File: config.mk
export PLATFORM = sky130hd
export DESIGN_NAME = priority_encoder_rr
export DESIGN_NICKNAME = d
export VERILOG_FILES = /design/src/rtl/priority_encoder_rr.sv
export SDC_FILE = /design/constraint.sdc
export NUM_CORES = 1
export LEC_CHECK = 0
export CORE_AREA = 2 2 39 41
export CTS_BUF_LIST = sky130_fd_sc_hd__clkbuf_2
export DETAILED_ROUTE_END_ITERATION = 10
export DIE_AREA = 0 0 41 43
export GPL_TIMING_DRIVEN = 0
export PLACE_DENSITY_LB_ADDON = 0.05
export SLEW_MARGIN = 25
export SYNTH_ARGS = -nofsm -noshare
export SYNTH_HDL_FRONTEND = slang
export SYNTH_SLANG_ARGS = --single-unit
File: constraint.sdc
create_clock -name clk -period 1.8 [get_ports clk]
set_input_delay 0.27 -clock clk [delete_from_list [all_inputs] [get_ports clk]]
set_output_delay 0.27 -clock clk [all_outputs]
set_load 0.01 [all_outputs]
File: src/rtl/priority_encoder_rr.sv
// rtl/priority_encoder_rr.sv - registered N-to-log2(N) encoder with fixed or round-robin priority and valid/ready handshake
module priority_encoder_rr #(
    parameter int WIDTH   = 8,
    parameter int OUT_W   = $clog2(WIDTH),
    parameter int RR_MODE = 0
) (
    input  logic             clk,
    input  logic             rst_n,
    input  logic             in_valid,
    output logic             in_ready,
    input  logic [WIDTH-1:0] data_in,
    output logic             out_valid,
    input  logic             out_ready,
    output logic [OUT_W-1:0] code_out,
    output logic             zero,
    output logic             multi_hot
);
    localparam int PTR_W = $clog2(WIDTH);

    logic             out_valid_q, out_valid_d;
    logic [OUT_W-1:0] code_q, code_d;
    logic             zero_q, zero_d;
    logic             multi_hot_q, multi_hot_d;
    logic [PTR_W-1:0] ptr_q, ptr_d;

    logic             accept;
    logic             found;
    int               sel;
    int               start_idx;
    int               scan_idx;
    logic [WIDTH-1:0] shifted;

    assign in_ready = !out_valid_q || out_ready;
    assign accept   = in_valid && in_ready;

    // Scan WIDTH positions starting at the priority pointer, wrapping past WIDTH-1.
    always_comb begin
        start_idx = (RR_MODE != 0) ? int'(ptr_q) : 0;
        sel       = 0;
        found     = 1'b0;
        scan_idx  = 0;
        shifted   = '0;
        for (int k = 0; k < WIDTH; k++) begin
            scan_idx = start_idx + k;
            if (scan_idx >= WIDTH) begin
                scan_idx = scan_idx - WIDTH;
            end
            shifted = data_in >> scan_idx;
            if (!found && shifted[0]) begin
                sel   = scan_idx;
                found = 1'b1;
            end
        end
    end

    always_comb begin
        out_valid_d = out_valid_q;
        code_d      = code_q;
        zero_d      = zero_q;
        multi_hot_d = multi_hot_q;
        ptr_d       = ptr_q;
        if (accept) begin
            out_valid_d = 1'b1;
            code_d      = OUT_W'(sel);
            zero_d      = (data_in == '0);
            // Clearing the lowest set bit leaves something only when two or more were set.
            multi_hot_d = |(data_in & (data_in - WIDTH'(1)));
            if ((RR_MODE != 0) && found) begin
                ptr_d = (sel == WIDTH - 1) ? '0 : PTR_W'(sel + 1);
            end
        end else if (out_ready) begin
            out_valid_d = 1'b0;
        end
    end

    always_ff @(posedge clk) begin
        if (!rst_n) begin
            out_valid_q <= 1'b0;
            code_q      <= '0;
            zero_q      <= 1'b0;
            multi_hot_q <= 1'b0;
            ptr_q       <= '0;
        end else begin
            out_valid_q <= out_valid_d;
            code_q      <= code_d;
            zero_q      <= zero_d;
            multi_hot_q <= multi_hot_d;
            ptr_q       <= ptr_d;
        end
    end

    assign out_valid = out_valid_q;
    assign code_out  = code_q;
    assign zero      = zero_q;
    assign multi_hot = multi_hot_q;

endmodule

# Word level (Yosys, flattened, before mapping)
# Cells that the tools add are included.
# op_classes
n_reduce_logical,20
shifts,0
n_div,0
n_lt_le_gt_ge,0
mux,16
addsub,1
eq_ne,0
mul,0
n_bitwise,1
# op_table
op,count
$mux 3,4
$mux 1,10
$and 8x8->8,1
$logic_and 1x1->1,8
$logic_not 1->1,8
$logic_not 8->1,1
$reduce_or 8->1,1
$sub 8x1->8 const B,1
$mux 2,2
$reduce_bool 2->1,1
$logic_or 1x1->1,1
# totals
register_bits,6
in_bits,12
rom_bits,0
memories,0
latchBits,0
mem_bits_rw,0
output_inout_bits,7

# Logic depth before layout (Yosys ltp)
# depth
word_depth,22
mapped_depth,4

# Least setup slack after synthesis
# No wires, ideal clock.
# synth_timing
path_type,reg2reg
start,reg out_valid_q (netlist: out_valid)
end,reg code_q[1] (netlist: code_out[1])
arrival_time_ns,1.137
stages_incl_launch_ff,5
path_buffers,0
slack_ns,0.532
synth_period_minus_slack_ns,1.268
cell_sequence,dfxtp_1 or2b_2 and2_0 o311ai_0 a21boi_0
# synth_between
elab_chain_len,3
# synth_rtl
item,line,source
from (decl),20,"logic out_valid_q, out_valid_d;"
from (signal assigned),84,out_valid_q <= out_valid_d;
$logic_not 1->1,33,assign in_ready = !out_valid_q || out_ready;
$logic_or 1x1->1,33,
net in_ready,10,"output logic in_ready,"
$logic_and 1x1->1,34,assign accept = in_valid && in_ready;
to (signal assigned),85,code_q <= code_d;
to (decl),21,"logic [OUT_W-1:0] code_q, code_d;"
# The timed path passes the listed nets, and every way through them passes these cells.
# A chain may end at the register's enable or synchronous reset.

# Worst setup path after layout
# layout_timing
start,in out_ready
end,out in_ready
# layout_between
elab_chain_len,1
# layout_rtl
item,line,source
from (decl),13,"input logic out_ready,"
$logic_or 1x1->1,33,
to (decl),10,
# No other way between the ends.

==> implementation parameters <==
Parameter                              Value

Setup path
  Worst setup path start ... out_ready
  Max stage delay cell, worst path ... clkdlybuf4s50_1
  Critical-path cell list ... clkdlybuf4s50_1 > or2b_2 > clkdlybuf4s50_1
  Arrival @ worst endpoint ... 1.46 ns
  Startpoint of the lowest-slack register-to-register path ... out_valid
  Setup slack of the worst register-to-register path ... 0.52 ns
  Kind of capture point of the worst setup path ... output port
  Startpoint type of the worst setup path ... input port
  Destination of the worst register-to-register timing path ... code_out[1]
  Max Fanout on Critical Path ... 4
  R2r worst-path depth ... 4
  Data required time at the worst endpoint ... 1.53 ns
  Delay of the slowest critical-path stage ... 0.48 ns
  CP dominant cell by count ... clkdlybuf4s50_1
  Kind of critical path ... input port to output port

Clocking
  Clock tree from TritonCTS ... yes
  Total of hold buffers inserted after clock tree synthesis ... 0
  Number of gates resized after cts ... 0
  Master cell of the clock root buffer ... clkbuf_2
  CTS max path bufs ... 2
  Later-pin clock latency in the skew report ... 0.21 ns
  TritonCTS buffer count ... 3
  Total number of H-tree levels ... 1
  CTS Sinks ... 6
  Buffers inserted during post-CTS setup optimization ... 0
  Clock input transition at the sequential cells of the worst setup and hold paths ... 0.05 ns

STA
  Time the final worst path needs with I/O delays and setup ... 1.73 ns
  Fin Clk Skew ... 0.00257 ns
  F_max ... 578 MHz
  Number of pins exceeding their max-slew limit in the final report ... 0
  Setup-violating endpoint count in the final report ... 0
  Hold_ws ... 0.447 ns
  Tightest Pin Transition ... 0.283 ns
  Final critical-path share of the clock period ... 0.962
  Worst relative slew slack ... 0.809
  Setup repair after global routing missed its margin ... false
  Total count of hold-check failures in the final report ... 0

Synthesis
  Count of flip-flops with a built-in enable after synthesis ... 0
  Syn_nets ... 55
  Fraction of the yosys area taken by sequential cells ... 0.345
  Async set or reset register ratio after synthesis ... 0
  Count of synthesis-stage warnings from yosys ... 0
  Predominant post-synthesis flop cell ... dfxtp_1
  Number of storage elements in the synthesis netlist ... 6
  Total standard cell area after synthesis ... 348 µm²
  Largest cells by area after synthesis ... dfxtp_1 35%, a21boi_0 6.5%, nand2_1 5.4%
  Mean Syn Cell Area ... 8.09 µm²
  Commonest cells post-synth ... 6 x dfxtp_1, 5 x nand2_1, 4 x nor2_1
  Number of library cell types mapped by synthesis ... 22
  Most common cell in the netlist ... dfxtp_1
  Top cell type's share of synthesized area ... 0.345
  Cell taking the most area after synthesis ... dfxtp_1
  Number of standard cells after synthesis ... 43

GRT
  Wire length of the first global-routing pass ... 1180 µm
  Overall global routing resource usage ... 0.100
  Overflow left after global routing ... 0
  Number of global-route vias before repair ... 296
  Maximum number of pins on one net before global-route repair ... 7
  Number of antenna violations at the first check in global routing ... 0

Placed design
  Number of I/O port buffers ... 18
  Placed wire-length estimate ... 650 µm
  Cell count after placement ... 77
  Routability congestion estimate ... 0.716

Die
  Core ar. ... 1380 µm²
  Effective utilization at floorplan ... 0.251
  Number of placement rows ... 14
  Total Die Area ... 1760 µm²
  Top Ports ... 19
  Die extent in x ... 41 µm
  Chip height ... 43 µm

Detailed routing
  DR vias ... 366
  Remaining number of nets flagged by the antenna check after routing ... 0
  Router iterations before antenna repair ... 2
  Detail-routed via count per cell ... 4.58
  Post-DR wirelength/cell ... 9.76 µm
  Number of remaining DRC errors ... 0
  Initial DRC count ... 5
  Final wirelength ... 781 µm

Finish
  Sequential standard cell area ... 120 µm²
  Fraction of layout cells with a size suffix above 1 ... 0.109
  Post-layout net count ... 78
  Final Non-Filler Cells ... 80
  Layout Area Growth over Synthesis ... 61.9%
  Number of filler instances in the final layout ... 160
  Final design utilization ... 0.407
  Area occupied by multi-input gates ... 220 µm²
  Ant diodes ... 0

Worst hold path
  Hold-critical path endpoint ... zero
  Worst hold-check path type ... register to register
  Hold path startpoint ... zero
  WHS Path Cells ... 2

Power and ir drop
  P_leak ... 0.209 nW
  Worst voltage drop across the vdd grid ... 0.230 mV
  Power per cell area ... 552 nW/µm²
  Tot Pwr ... 311 µW

Run status
  Run status ... finished clean

Run
  Maximum capacitance violations ... 0
[flip-flops by register name (all words and copies together) (netlist names)]
| register | count |
|---|---|
| code_out | 3 |
| multi_hot | 1 |
| out_valid | 1 |
| zero | 1 |
[final cells by class]
| type | count | share of cell area |
|---|---|---|
| multi-input cells | 35 | 0.391 |
| repair buffers | 18 | 0.320 |
| flip-flops and latches | 6 | 0.213 |
| well taps | 16 | 0.0356 |
| clock buffers | 3 | 0.0267 |
| inverters | 2 | 0.0133 |
[critical path, delay by kind of cell]
kind / cells / cell delay (ns)
buffers and inverters: 2 / 0.87
AND/OR/NAND/NOR: 1 / 0.32
[stage by stage]
stage	cell area (µm²)	setup TNS, ns	setup slack (ns)
floorplan	348	0	0.532
global placement	548	-0.0409	-0.0409
detailed placement	548	-0.0758	-0.0557
CTS	563	0	0.0602
global route	563	0	0.0249
finish	563	0	0.0691
[worst max-delay path by stage]
stage / endpoint / depth (start not counted)
final: in_ready / 3
after global routing: in_ready / 3
after CTS: in_ready / 3
after detailed placement: code_out[0] / 5
after global placement: code_out[0] / 5
after floorplan: code_out[1] / 4
[power breakdown]
group | total, mW | internal, mW | switching (mW)
Combinational | 0.0813 | 0.0469 | 0.0344
Sequential | 0.142 | 0.139 | 0.00241
Clock | 0.0878 | 0.0451 | 0.0428
Total | 0.311 | 0.231 | 0.0796
[per-layer routing]
metal,routed length [µm],track usage
met1,379,0.141
met2,340,0.128
met3,61,0
met4,0,0.100
met5,0,0
[cell families (layout without fill, tap and decap cells)]
family	Yosys count	in the layout	share of synthesized area
flip-flops	6	6	0.345
AND/OR/NAND/NOR	18	18	0.302
buffers and inverters	2	23	0.0216
AO/OA/AOI/OAI	17	17	0.331
[cells in the final DEF (no fill, tap or decap)]
cell and n:
dfxtp_1 6, or4_4 1, and2_0 1, a21boi_0 3, o21bai_1 1, nor3_1 2
or2b_2 1, nand2_1 5, nor3_4 1, a21o_2 1, nand3b_1 1, a31oi_1 1
nor2_1 4, inv_1 2, a22o_1 1, a21oi_1 3, o21ai_0 3, nand3_1 1
a211oi_1 2, nand2b_1 1, a21boi_1 1, clkdlybuf4s50_1 18, o311ai_0 1, clkbuf_2 3
No activity file was read; power rests on OpenSTA's default activity.
